## config.mk

```make
export PLATFORM = sky130hd
export DESIGN_NAME = iter_shifter
export DESIGN_NICKNAME = d
export VERILOG_FILES = /design/src/rtl/shifter_pkg.sv /design/src/rtl/shift_step.sv /design/src/rtl/iter_shifter.sv
export SDC_FILE = /design/constraint.sdc
export NUM_CORES = 1
export LEC_CHECK = 0
export CAP_MARGIN = 30
export CORE_MARGIN = 3
export CORE_UTILIZATION = 30
export DETAILED_ROUTE_END_ITERATION = 6
export GPL_ROUTABILITY_DRIVEN = 1
export REMOVE_ABC_BUFFERS = 1
export SYNTH_ARGS = -nofsm -noshare
export SYNTH_HDL_FRONTEND = slang
export SYNTH_HIERARCHICAL = 1
export SYNTH_SLANG_ARGS = --single-unit
export TNS_END_PERCENT = 100
```

## constraint.sdc

```tcl
create_clock -name clock -period 5.75 [get_ports clock]
set_input_delay 1.15 -clock clock [delete_from_list [all_inputs] [get_ports clock]]
set_output_delay 1.15 -clock clock [all_outputs]
set_load 0.01 [all_outputs]
```

## src/rtl/shifter_pkg.sv

```systemverilog
// Shared types for the iterative shifter: op encodings and FSM states.
// Latency: n/a (types and constants only).
// Backpressure: n/a.
package shifter_pkg;

    localparam int          OP_W       = 2;
    localparam logic [1:0]  OP_SLL_ENC = 2'b00;
    localparam logic [1:0]  OP_SRL_ENC = 2'b01;
    localparam logic [1:0]  OP_SRA_ENC = 2'b10;
    localparam logic [1:0]  OP_ROL_ENC = 2'b11;

    typedef enum logic [OP_W-1:0] {
        OP_SLL = OP_SLL_ENC,
        OP_SRL = OP_SRL_ENC,
        OP_SRA = OP_SRA_ENC,
        OP_ROL = OP_ROL_ENC
    } shift_op_t;

    typedef enum logic [1:0] {
        ST_IDLE  = 2'b00,
        ST_SHIFT = 2'b01,
        ST_DONE  = 2'b10
    } shifter_state_t;

endpackage

```

## src/rtl/shift_step.sv

```systemverilog
// One partial shift/rotate of a WIDTH-wide word by 0..STEP positions.
// Latency: purely combinational.
// Backpressure: none; the caller decides when to register the result.
// Ports: i_dat word in, i_amt amount, i_op mode, i_fill SRA fill bit, o_dat word out,
//        o_carry (ITER_SHIFTER_FLAGS_EN only) last bit shifted out, or result LSB for ROL.
module shift_step
    import shifter_pkg::*;
#(
    parameter int WIDTH = 32,
    parameter int AMT_W = 5
) (
    input  logic [WIDTH-1:0] i_dat,
    input  logic [AMT_W-1:0] i_amt,
    input  shift_op_t        i_op,
    input  logic             i_fill,
`ifdef ITER_SHIFTER_FLAGS_EN
    output logic             o_carry,
`endif
    output logic [WIDTH-1:0] o_dat
);

    always_comb begin
        o_dat = i_dat;
        case (i_op)
            OP_SLL: o_dat = i_dat << i_amt;
            OP_SRL: o_dat = i_dat >> i_amt;
            // Top i_amt bits come from the fill bit captured at accept.
            OP_SRA: o_dat = (i_dat >> i_amt) | (~({WIDTH{1'b1}} >> i_amt) & {WIDTH{i_fill}});
            // Amount 0 shifts right by WIDTH, which yields zero: no special case needed.
            OP_ROL: o_dat = (i_dat << i_amt) | (i_dat >> (WIDTH - int'(i_amt)));
            default: o_dat = i_dat;
        endcase
    end

`ifdef ITER_SHIFTER_FLAGS_EN
    logic [AMT_W-1:0] w_idx_l;
    logic [AMT_W-1:0] w_idx_r;

    // Only meaningful for i_amt > 0, which is the only case selected below.
    assign w_idx_l = AMT_W'(WIDTH - int'(i_amt));
    assign w_idx_r = i_amt - 1'b1;

    always_comb begin
        o_carry = 1'b0;
        if (i_amt != '0) begin
            case (i_op)
                OP_SLL:          o_carry = i_dat[w_idx_l];
                OP_SRL, OP_SRA:  o_carry = i_dat[w_idx_r];
                OP_ROL:          o_carry = o_dat[0];
                default:         o_carry = 1'b0;
            endcase
        end
    end
`endif

endmodule

```

## src/rtl/iter_shifter.sv

```systemverilog
// Multi-cycle SLL/SRL/SRA/ROL unit shifting at most STEP positions per clock.
// Latency: out_valid rises 1+ceil(shamt/STEP) edges after the accept edge.
// Backpressure: holds result while out_ready=0; in_ready low from accept until the edge after the result is taken.
// Ports: clock/reset (async active-low), in_valid/in_ready + data_operandA/shamt/op request,
//        out_valid/out_ready + out result, busy (not idle).
// Optional macro ITER_SHIFTER_FLAGS_EN adds out_zero and out_carry, held alongside out.
module iter_shifter
    import shifter_pkg::*;
#(
    parameter  int WIDTH   = 32,
    parameter  int STEP    = 4,
    localparam int SHAMT_W = $clog2(WIDTH)
) (
    input  logic               clock,
    input  logic               reset,
    input  logic               in_valid,
    output logic               in_ready,
    input  logic [WIDTH-1:0]   data_operandA,
    input  logic [SHAMT_W-1:0] shamt,
    input  logic [1:0]         op,
    output logic               out_valid,
    input  logic               out_ready,
    output logic [WIDTH-1:0]   out,
`ifdef ITER_SHIFTER_FLAGS_EN
    output logic               out_zero,
    output logic               out_carry,
`endif
    output logic               busy
);

    localparam logic [SHAMT_W-1:0] STEP_S = SHAMT_W'(STEP);

    shifter_state_t     r_state;
    shift_op_t          r_op;
    logic               r_fill;
    logic [WIDTH-1:0]   r_work;
    logic [SHAMT_W-1:0] r_rem;
    logic               r_in_ready;
    logic               r_out_valid;
    logic [WIDTH-1:0]   r_out;
    logic               r_busy;

    logic [SHAMT_W-1:0] w_k;
    logic [WIDTH-1:0]   w_step_dat;

    assign w_k = (r_rem < STEP_S) ? r_rem : STEP_S;

`ifdef ITER_SHIFTER_FLAGS_EN
    logic w_step_carry;
    logic r_carry;
    logic r_out_zero;
    logic r_out_carry;
`endif

    shift_step #(
        .WIDTH (WIDTH),
        .AMT_W (SHAMT_W)
    ) u_step (
        .i_dat   (r_work),
        .i_amt   (w_k),
        .i_op    (r_op),
        .i_fill  (r_fill),
`ifdef ITER_SHIFTER_FLAGS_EN
        .o_carry (w_step_carry),
`endif
        .o_dat   (w_step_dat)
    );

    always_ff @(posedge clock or negedge reset) begin
        if (!reset) begin
            r_state     <= ST_IDLE;
            r_op        <= OP_SLL;
            r_fill      <= 1'b0;
            r_work      <= '0;
            r_rem       <= '0;
            r_in_ready  <= 1'b0;
            r_out_valid <= 1'b0;
            r_out       <= '0;
            r_busy      <= 1'b0;
`ifdef ITER_SHIFTER_FLAGS_EN
            r_carry     <= 1'b0;
            r_out_zero  <= 1'b0;
            r_out_carry <= 1'b0;
`endif
        end else begin
            case (r_state)
                ST_IDLE: begin
                    if (in_valid && r_in_ready) begin
                        r_work     <= data_operandA;
                        r_op       <= shift_op_t'(op);
                        r_fill     <= data_operandA[WIDTH-1];
                        r_rem      <= shamt;
                        r_in_ready <= 1'b0;
                        r_busy     <= 1'b1;
`ifdef ITER_SHIFTER_FLAGS_EN
                        r_carry    <= 1'b0;
`endif
                        r_state    <= (shamt == '0) ? ST_DONE : ST_SHIFT;
                    end else begin
                        // Covers the first edge after reset release.
                        r_in_ready <= 1'b1;
                    end
                end
                ST_SHIFT: begin
                    r_work <= w_step_dat;
                    r_rem  <= r_rem - w_k;
`ifdef ITER_SHIFTER_FLAGS_EN
                    r_carry <= w_step_carry;
`endif
                    if (r_rem == w_k) begin
                        r_state <= ST_DONE;
                    end
                end
                ST_DONE: begin
                    // First DONE edge publishes the result; later edges wait for the consumer.
                    if (!r_out_valid) begin
                        r_out       <= r_work;
                        r_out_valid <= 1'b1;
`ifdef ITER_SHIFTER_FLAGS_EN
                        r_out_zero  <= (r_work == '0);
                        r_out_carry <= r_carry;
`endif
                    end else if (out_ready) begin
                        r_out_valid <= 1'b0;
                        r_busy      <= 1'b0;
                        r_in_ready  <= 1'b1;
                        r_state     <= ST_IDLE;
                    end
                end
                default: begin
                    r_state <= ST_IDLE;
                end
            endcase
        end
    end

    assign in_ready  = r_in_ready;
    assign out_valid = r_out_valid;
    assign out       = r_out;
    assign busy      = r_busy;
`ifdef ITER_SHIFTER_FLAGS_EN
    assign out_zero  = r_out_zero;
    assign out_carry = r_out_carry;
`endif

endmodule

```

# --- Yosys cells after proc, flatten, opt, wreduce, memory -nomap -nowiden ---
# Index checks and enable logic that the tools add are counted.
totals:
  reg_bits: 77
  out_inout_bits: 35
op_classes:
  add_sub_neg: 2
  magnitude_cmp: 1
  eq_ne: 10
  shift: 4
  n_mux: 22
  bitwise_logic: 5
  reduce_logical: 12
ops:
  columns: ["operator", "n"]
  rows:
  - ["case mux 32 bit (4 select lines)", 1]
  - ["OR 32 bit", 2]
  - ["case mux 32 bit (2 select lines)", 1]
  - ["AND 32 bit", 1]
  - ["2-to-1 mux 32 bit", 1]
  - ["inverter 32 bit", 1]
  - ["<< shifter 32 x 5 -> 32 bit", 1]
  - [">> shifter 32 x 32 -> 32 bit", 1]
  - [">> shifter 32 x 5 -> 32 bit", 1]
  - [">> shifter 32 x 5 -> 32 bit, first input constant", 1]
  - ["2-to-1 mux 2 bit", 5]
  - ["2-to-1 mux 5 bit", 2]
  - ["case mux 5 bit (2 select lines)", 1]
  - ["2-to-1 mux 1 bit", 8]
  - ["!= test 2 bit, second input constant", 4]
  - ["AND reduction 4 bit", 2]
  - ["subtractor 6 x 5 -> 7 bit, first input constant", 1]
  - ["equality test 2 bit, second input constant", 3]
  - ["case mux 2 bit (3 select lines)", 1]
  - ["AND reduction 2 bit", 3]
  - ["equality test 5 bit", 1]
  - ["logical NOT 5 bit", 1]
  - ["< comparator 5 x 3 -> 1 bit, second input constant", 1]
  - ["subtractor 5 bit", 1]
  - ["other kinds (7)", 11]

# --- Logic depth before layout (Yosys ltp) ---
# Gate-level depths: netlist (run 1).
depth:
  depth_word: 8
  depth_mapped: 20
  mapped_depth_nobuf: 13

# --- Modules after synthesis ---
# The synthesis (run 1) kept the hierarchy.
by_module_without_submodules:
  columns: ["module", "instances", "cells_per_inst", "area_per_inst_um2", "seq_area_each_um2"]
  rows:
  - ["shift_step", 1, 915, 7099.3, 0.0]
  - ["iter_shifter", 1, 287, 3414.5, 1926.8]

# --- Worst setup path before layout (run 1) ---
# OpenSTA, ideal clock, no wires.
synth_timing:
  path_type: "reg-to-reg"
  start: "register r_rem[4]"
  end: "register r_work[0]"
  arrival_time_ps: 4023
  required_time_ps: 5625
  slack_ps: 1602
  stages_incl_launch_ff: 21
  synth_period_minus_slack_ps: 4148
  path_cell_list: "dfrtp_1 > nor3_1 > and2_1 > buf_6 > buf_6 > inv_4 > buf_4 > buf_1 > ha_1 > ha_1 > buf_2 > inv_1 > buf_2 > buf_2 > mux2i_1 > mux2i_1 > o21ai_0 > o22ai_1 > a31o_2 > mux2i_1 > o21ai_1"
synth_between:
  elab_chain_len: 8
  word_cells_on_any_way: 13
synth_lines:
  columns: ["element", "line", "source"]
  rows:
  - ["start: declaration", "iter_shifter.sv:37", "logic [SHAMT_W-1:0] r_rem;"]
  - ["start signal: assignment", "iter_shifter.sv:92", "r_rem <= shamt;"]
  - ["start signal: assignment", "iter_shifter.sv:106", "r_rem <= r_rem - w_k;"]
  - ["< comparator 5 x 3 -> 1 bit (*)", "iter_shifter.sv:46", "assign w_k = (r_rem < STEP_S) ? r_rem : STEP_S;"]
  - ["2-to-1 mux 5 bit (*)", "iter_shifter.sv:46", null]
  - ["via w_k[0]", "iter_shifter.sv:43", "logic [SHAMT_W-1:0] w_k;"]
  - ["branches (longest 4 deep; another with subtractor 6 x 5 -> 7 bit)", null, null]
  - ["case mux 32 bit (4 select lines) (*)", "shift_step.sv:24", "case (i_op)"]
  - ["via w_step_dat[0]", "iter_shifter.sv:44", "logic [WIDTH-1:0] w_step_dat;"]
  - ["case mux 32 bit (2 select lines) (*)", "iter_shifter.sv:86", "case (r_state)"]
  - ["end signal: assignment", "iter_shifter.sv:89", "r_work <= data_operandA;"]
  - ["end signal: assignment", "iter_shifter.sv:105", "r_work <= w_step_dat;"]
  - ["end: declaration", "iter_shifter.sv:36", "logic [WIDTH-1:0] r_work;"]
# Mark *: on every way through the listed nets, which the timed path passes.
# A chain may end at the register's enable or synchronous reset.

# --- Worst setup path in the final report (run 1) ---
layout_timing:
  start: "register r_rem[3]"
  end: "register r_work[16]"
# Same word-level chain as after synthesis.

==> results of run 1 <==
## state kept, by name, indices dropped and copies added, names as in the netlist
name,flops
r_rem,5
r_fill,1
r_op,2
r_state,2
r_work,32
out,32
busy,1
in_ready,1
out_valid,1
## final cells by class
cell class	count	area share (%)
inverters	17	0.5693
well taps	448	4.813
multi-input cells	979	66.73
clock inverters	7	0.6445
repair buffers	109	8.766
flip-flops and latches	77	16.54
clock buffers	9	1.934
## critical path: stages (launching register included)
cell     delay [ps]
dfrtp_1         450
nor3_1          330
and2_4          260
inv_4           170
ha_1            540
buf_4           470
mux2_2          440
mux2i_1         200
mux2i_1         150
mux2i_1         550
o32ai_1         150
o31a_1          300
mux2i_1         210
o21ai_1          80
## worst paths after layout
path | to | cells after the start
max | r_work[16] | 13
max reg2reg | r_work[16] | 13
min in group asynchronous | out[12] | 1
min | out[28] | 1
min reg2reg | out[28] | 1
max in group asynchronous | r_work[28] | 2
## Yosys cell counts, drive strengths merged, types with 7 or more instances
cell type / n
mux2i: 126
o21ai: 116
nor2: 102
mux2: 99
buf: 86
nand2: 85
dfrtp: 77
a21oi: 61
mux4: 54
clkbuf: 48
a211oi: 27
nor3: 23
nand2b: 20
nand3: 19
o211ai: 18
inv: 16
a31oi: 14
o22ai: 14
a22oi: 12
a221oi: 11
and2: 11
o21a: 9
nor2b: 8
nor4: 8
o221ai: 8
a221o: 7
a311oi: 7
ha: 7
o31ai: 7
or2: 7
## cell families after synthesis
logic type	Yosys count	share of synthesized area (%)
other cells	2	0.07143
compound gates	374	23.94
flops	77	18.33
buf+inv	151	8.152
fa+ha+maj	7	0.8330
mux	279	34.31
xor+xnor	2	0.1666
simple gates	310	14.20
## power breakdown
| group | switching, mW | internal [mW] |
|---|---|---|
| Sequential | 0.612 | 0.801 |
| Clock | 0.257 | 0.337 |
| Combinational | 3.54 | 2.35 |
## per-layer routing
| metal | vias up | GRT usage, % | wire length [microns] |
|---|---|---|---|
| li1 | 4589 | - | - |
| met1 | 5350 | 32.84 | 18560 |
| met2 | 883 | 36.93 | 20530 |
| met3 | 202 | 5.410 | 5700 |
| met4 | 2 | 13.18 | 3158 |
| met5 | - | 0 | 13 |
## stage by stage
stage | area, sq um | std cells | setup slack, ps | total power, mW | util (%)
floorplan | 9742 | 1073 | -3135 | 4.826 | -
global route | 11650 | 1646 | 988.1 | 8.193 | 34.22
detailed placement | 11350 | 1630 | 1424 | 6.968 | 33.34
CTS | 11650 | 1646 | 1419 | 7.598 | 34.22
finish | 11650 | 1646 | 1298 | 7.899 | 34.22
global placement | 11330 | 1629 | 1516 | 6.941 | 33.28
==> results.cfg, run 1 <==
[clock_tree]
cts_resized = 0
postCtsSetupBuffers = 0
numCtsBuffers = 9
clkLatencyLatePin_ps = 370
h-tree-depth = 3
clkTransAtPathRegs_ps = 70
clk_path_buf_depth = 2
cts_tree = yes
ctsHoldBuffers = 0
cts_root_buf = clkbuf_16
cts_sinks = 77

[placement]
gp_congestion = 1.052
portBuffers = 77
dp_hpwl_microns = 33600

[synthesis]
synth_top_area_share_pct = 18.33
synth_area_leaders = dfrtp_1 18%, mux2i_1 12%, mux4_2 11%, mux2_2 7.0%, o21ai_0 4.0%
syn-cell-area_sq_mm = 0.01051
syn_area_per_cell_sq_um = 8.747
synth_seq_area_share_pct = 18.33
ys.flop_type = dfrtp_1
synth_top_cell_by_area = dfrtp_1
yosys_warnings = 6
ys_ff_latch = 77
synth-edff-count = 0
syn_inst = 1202
synth-async-reset-ratio_pct = 100.0
yosysUniqueCellTypes = 97

[finish]
multi_input_area_sq_mm = 0.007772
drive_above_1_share_pct = 16.78
final_common_cell = mux2i_1
syn_to_final_growth_pct = 10.78
seq_area_sq_mm = 0.001927
nets = 1243
num-fill-cells = 3620
n_antenna_cell = 0
layout_common_cells = 126 x mux2i_1, 99 x nor2_1, 84 x nand2_1

[critical_path]
regToRegSetupSlack_ps = 1300
worstPathArrival_ps = 4700
end_kind = flip-flop
path_max_fanout = 34
reg2reg_from = r_rem[3]
critPathLaunchType = flip-flop
path_class = flip-flop to flip-flop
cp.required_ps = 6000
crit_path_start = r_rem[3]

[floorplan]
start_util_pct = 30.89
rows = 67
die_h_microns = 193.2
die_x_microns = 193.2
fp.dieArea_sq_mm = 0.03733
design.core.area_sq_mm = 0.03404
io_pins = 78

[sta]
min_period_ps = 4452
slew_viol_final = 0
hold_violations = 0
worst_pin_slew_ps = 1049
setup_violations = 0
final.setup.tns_ps = 0
fmax_mhz = 224.6
finClkSkew_ps = 11.73
timing.hold.ws_ps = 482.5
rsz0062_at_grt = false
slew_headroom_pct = 28.05
fin_crit_sh_pct = 77.42

[power]
p_per_area_mw_per_mm2 = 678.2
p_leak_nw = 4.330
peakVddDrop_uv = 300.6

[global_routing]
grt_pass1_wl_microns = 70920
grt_pass1_vias = 10519
grt_max_degree = 92
antenna_found_initial = 3
track_usage_pct = 24.53
grt-ovfl-total = 0

[route]
wl_per_cell_microns = 29.14
vias = 11026
drt_first_iter_violations = 1750
postRouteAntennaNets = 0
drc = 0
wirelength_microns = 47960
drt_pass1_iterations = 6
vias_per_cell = 6.699

[job]
drv_cap = 0

[min_path]
hold_path.class = flip-flop to flip-flop
min_from = out[28]

[run_status]
outcome = completed
Power figures use the tool's default switching activity.
==> run 2, diff against run 1 <==
- clock period: 5.75 -> 4.4 ns (I/O delays scaled with it)
==> run 2 against run 1 <==
Net effect:
- maximum frequency up 16%
- sequential cell count unchanged
- count of clock-buffer cells in the layout stayed put
- setup slack got worse by 730 ps
- sequential share of layout area is 0.13 points lower
- non-clock buffer count is 2 higher
- critical path type unchanged
- die area is the same
- the flow now finishes with violations (DRC)
- power up 31%
- worst hold slack about the same
- sequential power is 43% higher
- largest power group unchanged
- combinational power rose by 28%
==> results.cfg, run 2 (same netlist as run 1, synthesis figures left out) <==
[route]
postRouteAntennaNets = 0
vias_per_cell = 6.752
drt_pass1_iterations = 7
drc = 7
wirelength_microns = 47990
drt_first_iter_violations = 1654
wl_per_cell_microns = 29.12
vias = 11127

[global_routing]
grt_max_degree = 92
track_usage_pct = 24.59
antenna_found_initial = 0
grt-ovfl-total = 0
grt_pass1_vias = 10585
grt_pass1_wl_microns = 70740

[power]
peakVddDrop_uv = 462.7
power_frac_comb_pct = 72.6
p_int_mw = 4.660
seq_power_share_pct = 19.4
p_clk_share_pct = 8.0
power_mw = 10.38
p_per_area_mw_per_mm2 = 884.3
p_sw_mw = 5.720
p_leak_nw = 4.364
switching_share_pct = 55.11

[sta]
hold_violations = 0
min_period_ps = 3830
worst_pin_slew_ps = 954.1
slew_headroom_pct = 36.40
worst_slack_ps = 570.2
rsz0062_at_grt = false
fmax_mhz = 261.1
timing.hold.ws_ps = 482.9
fin_crit_sh_pct = 87.04
slew_viol_final = 0
setup_violations = 0
finClkSkew_ps = 12.47

[critical_path]
end_kind = flip-flop
path_max_fanout = 22
slowest_delay_ps = 590
path_class = flip-flop to flip-flop
reg2reg_from = r_rem[4]
critPathLaunchType = flip-flop
cp.required_ps = 4630
worstPathArrival_ps = 4060
cpMaxStageDelayCell = mux4_2
crit_path_start = r_rem[4]
crit_path_frequent_cell = ha_1
crit_path_cell_trace = nor3_1 > and2_2 > inv_2 > ha_1 > ha_1 > inv_1 > buf_4 > mux4_2 > a22oi_1 > a21oi_1 > o21ba_2 > mux2i_1 > o21ai_1

[finish]
seq_area_sq_mm = 0.001927
num-fill-cells = 3594
nets = 1245
layout_common_cells = 126 x mux2i_1, 99 x nor2_1, 84 x nand2_1
final_common_cell = mux2i_1
multi_input_area_sq_mm = 0.007772
drive_above_1_share_pct = 16.92
n_antenna_cell = 0
syn_to_final_growth_pct = 11.64
fin_cells = 1648
post-route-util_pct = 34.49

[floorplan]
fp.dieArea_sq_mm = 0.03733
io_pins = 78
design.core.area_sq_mm = 0.03404
rows = 67
die_x_microns = 193.2
start_util_pct = 30.89
die_h_microns = 193.2

[placement]
portBuffers = 77
place_inst = 1632
dp_hpwl_microns = 33590
gp_congestion = 1.026
dp_slack_ps = 685.5

[clock_tree]
cts_root_buf = clkbuf_16
clk_path_buf_depth = 2
cts_tree = yes
clkLatencyLatePin_ps = 370
ctsHoldBuffers = 0
h-tree-depth = 3
cts_resized = 0
cts_sinks = 77
clkTransAtPathRegs_ps = 70
postCtsSetupBuffers = 0
numCtsBuffers = 9

[run_status]
violations = DRC
outcome = finished, violations left

[min_path]
min_from = out[16]
hold_path.class = flip-flop to flip-flop

[job]
drv_cap = 0
## run 2: cell count changes in the layout (fill, tap and decap cells not counted), sizes merged
cell,delta
inv,-1
buf,+2
bufinv,+1
## run 2: layer usage
layer  vias to the layer above  global-route usage [%]  wire [microns]
met1                      5553                   32.39           19000
met2                       774                   37.09           21210
met4                         0                   14.57            2982
met3                       203                   5.288            4798
met5                         -                       0               0
li1                       4597                       -               -
## run 2: layout make-up
cell class                 count  share of cell area, %
tap                          448                  4.776
multi-input combinational    979                  66.22
inverter                      17                 0.5650
clock inverter                 7                 0.8528
clock buffer                   9                  1.919
timing repair buffer         111                  9.253
sequential                    77                  16.42
## run 2: worst max-delay path, delay by kind of cell (launching register included)
family,cells,cell delay (ps)
compound gates,4,700
fa+ha+maj,2,740
buf+inv,3,490
flops,1,430
mux,2,730
simple gates,2,600
## run 2: worst paths after layout
check,endpoint,slack [ps],cells past startpoint
max in group asynchronous,r_work[24],2970,2
worst min-delay path,out[16],480,1
worst max-delay path,r_work[10],570,13
min in group asynchronous,r_work[6],540,1
worst max register to register,r_work[10],570,13
worst min register to register,out[16],480,1
## run 2: through the flow
| stage | setup TNS, ps | cell area [sq um] |
|---|---|---|
| final | 0 | 11740 |
| after CTS | 0 | 11740 |
| after global placement | 0 | 11370 |
| after detailed placement | 0 | 11410 |
| after global routing | 0 | 11740 |
| after floorplan | -125040 | 9742 |
## run 2: power groups by stage
stage	sequential, mW	clock [mW]	combinational (mW)
final	2.01	0.830	7.54
after global routing	2.04	0.888	7.89
after CTS	1.96	0.853	7.21
after detailed placement	1.96	0	7.18
after global placement	1.96	0	7.15
after floorplan	1.57	0	4.74
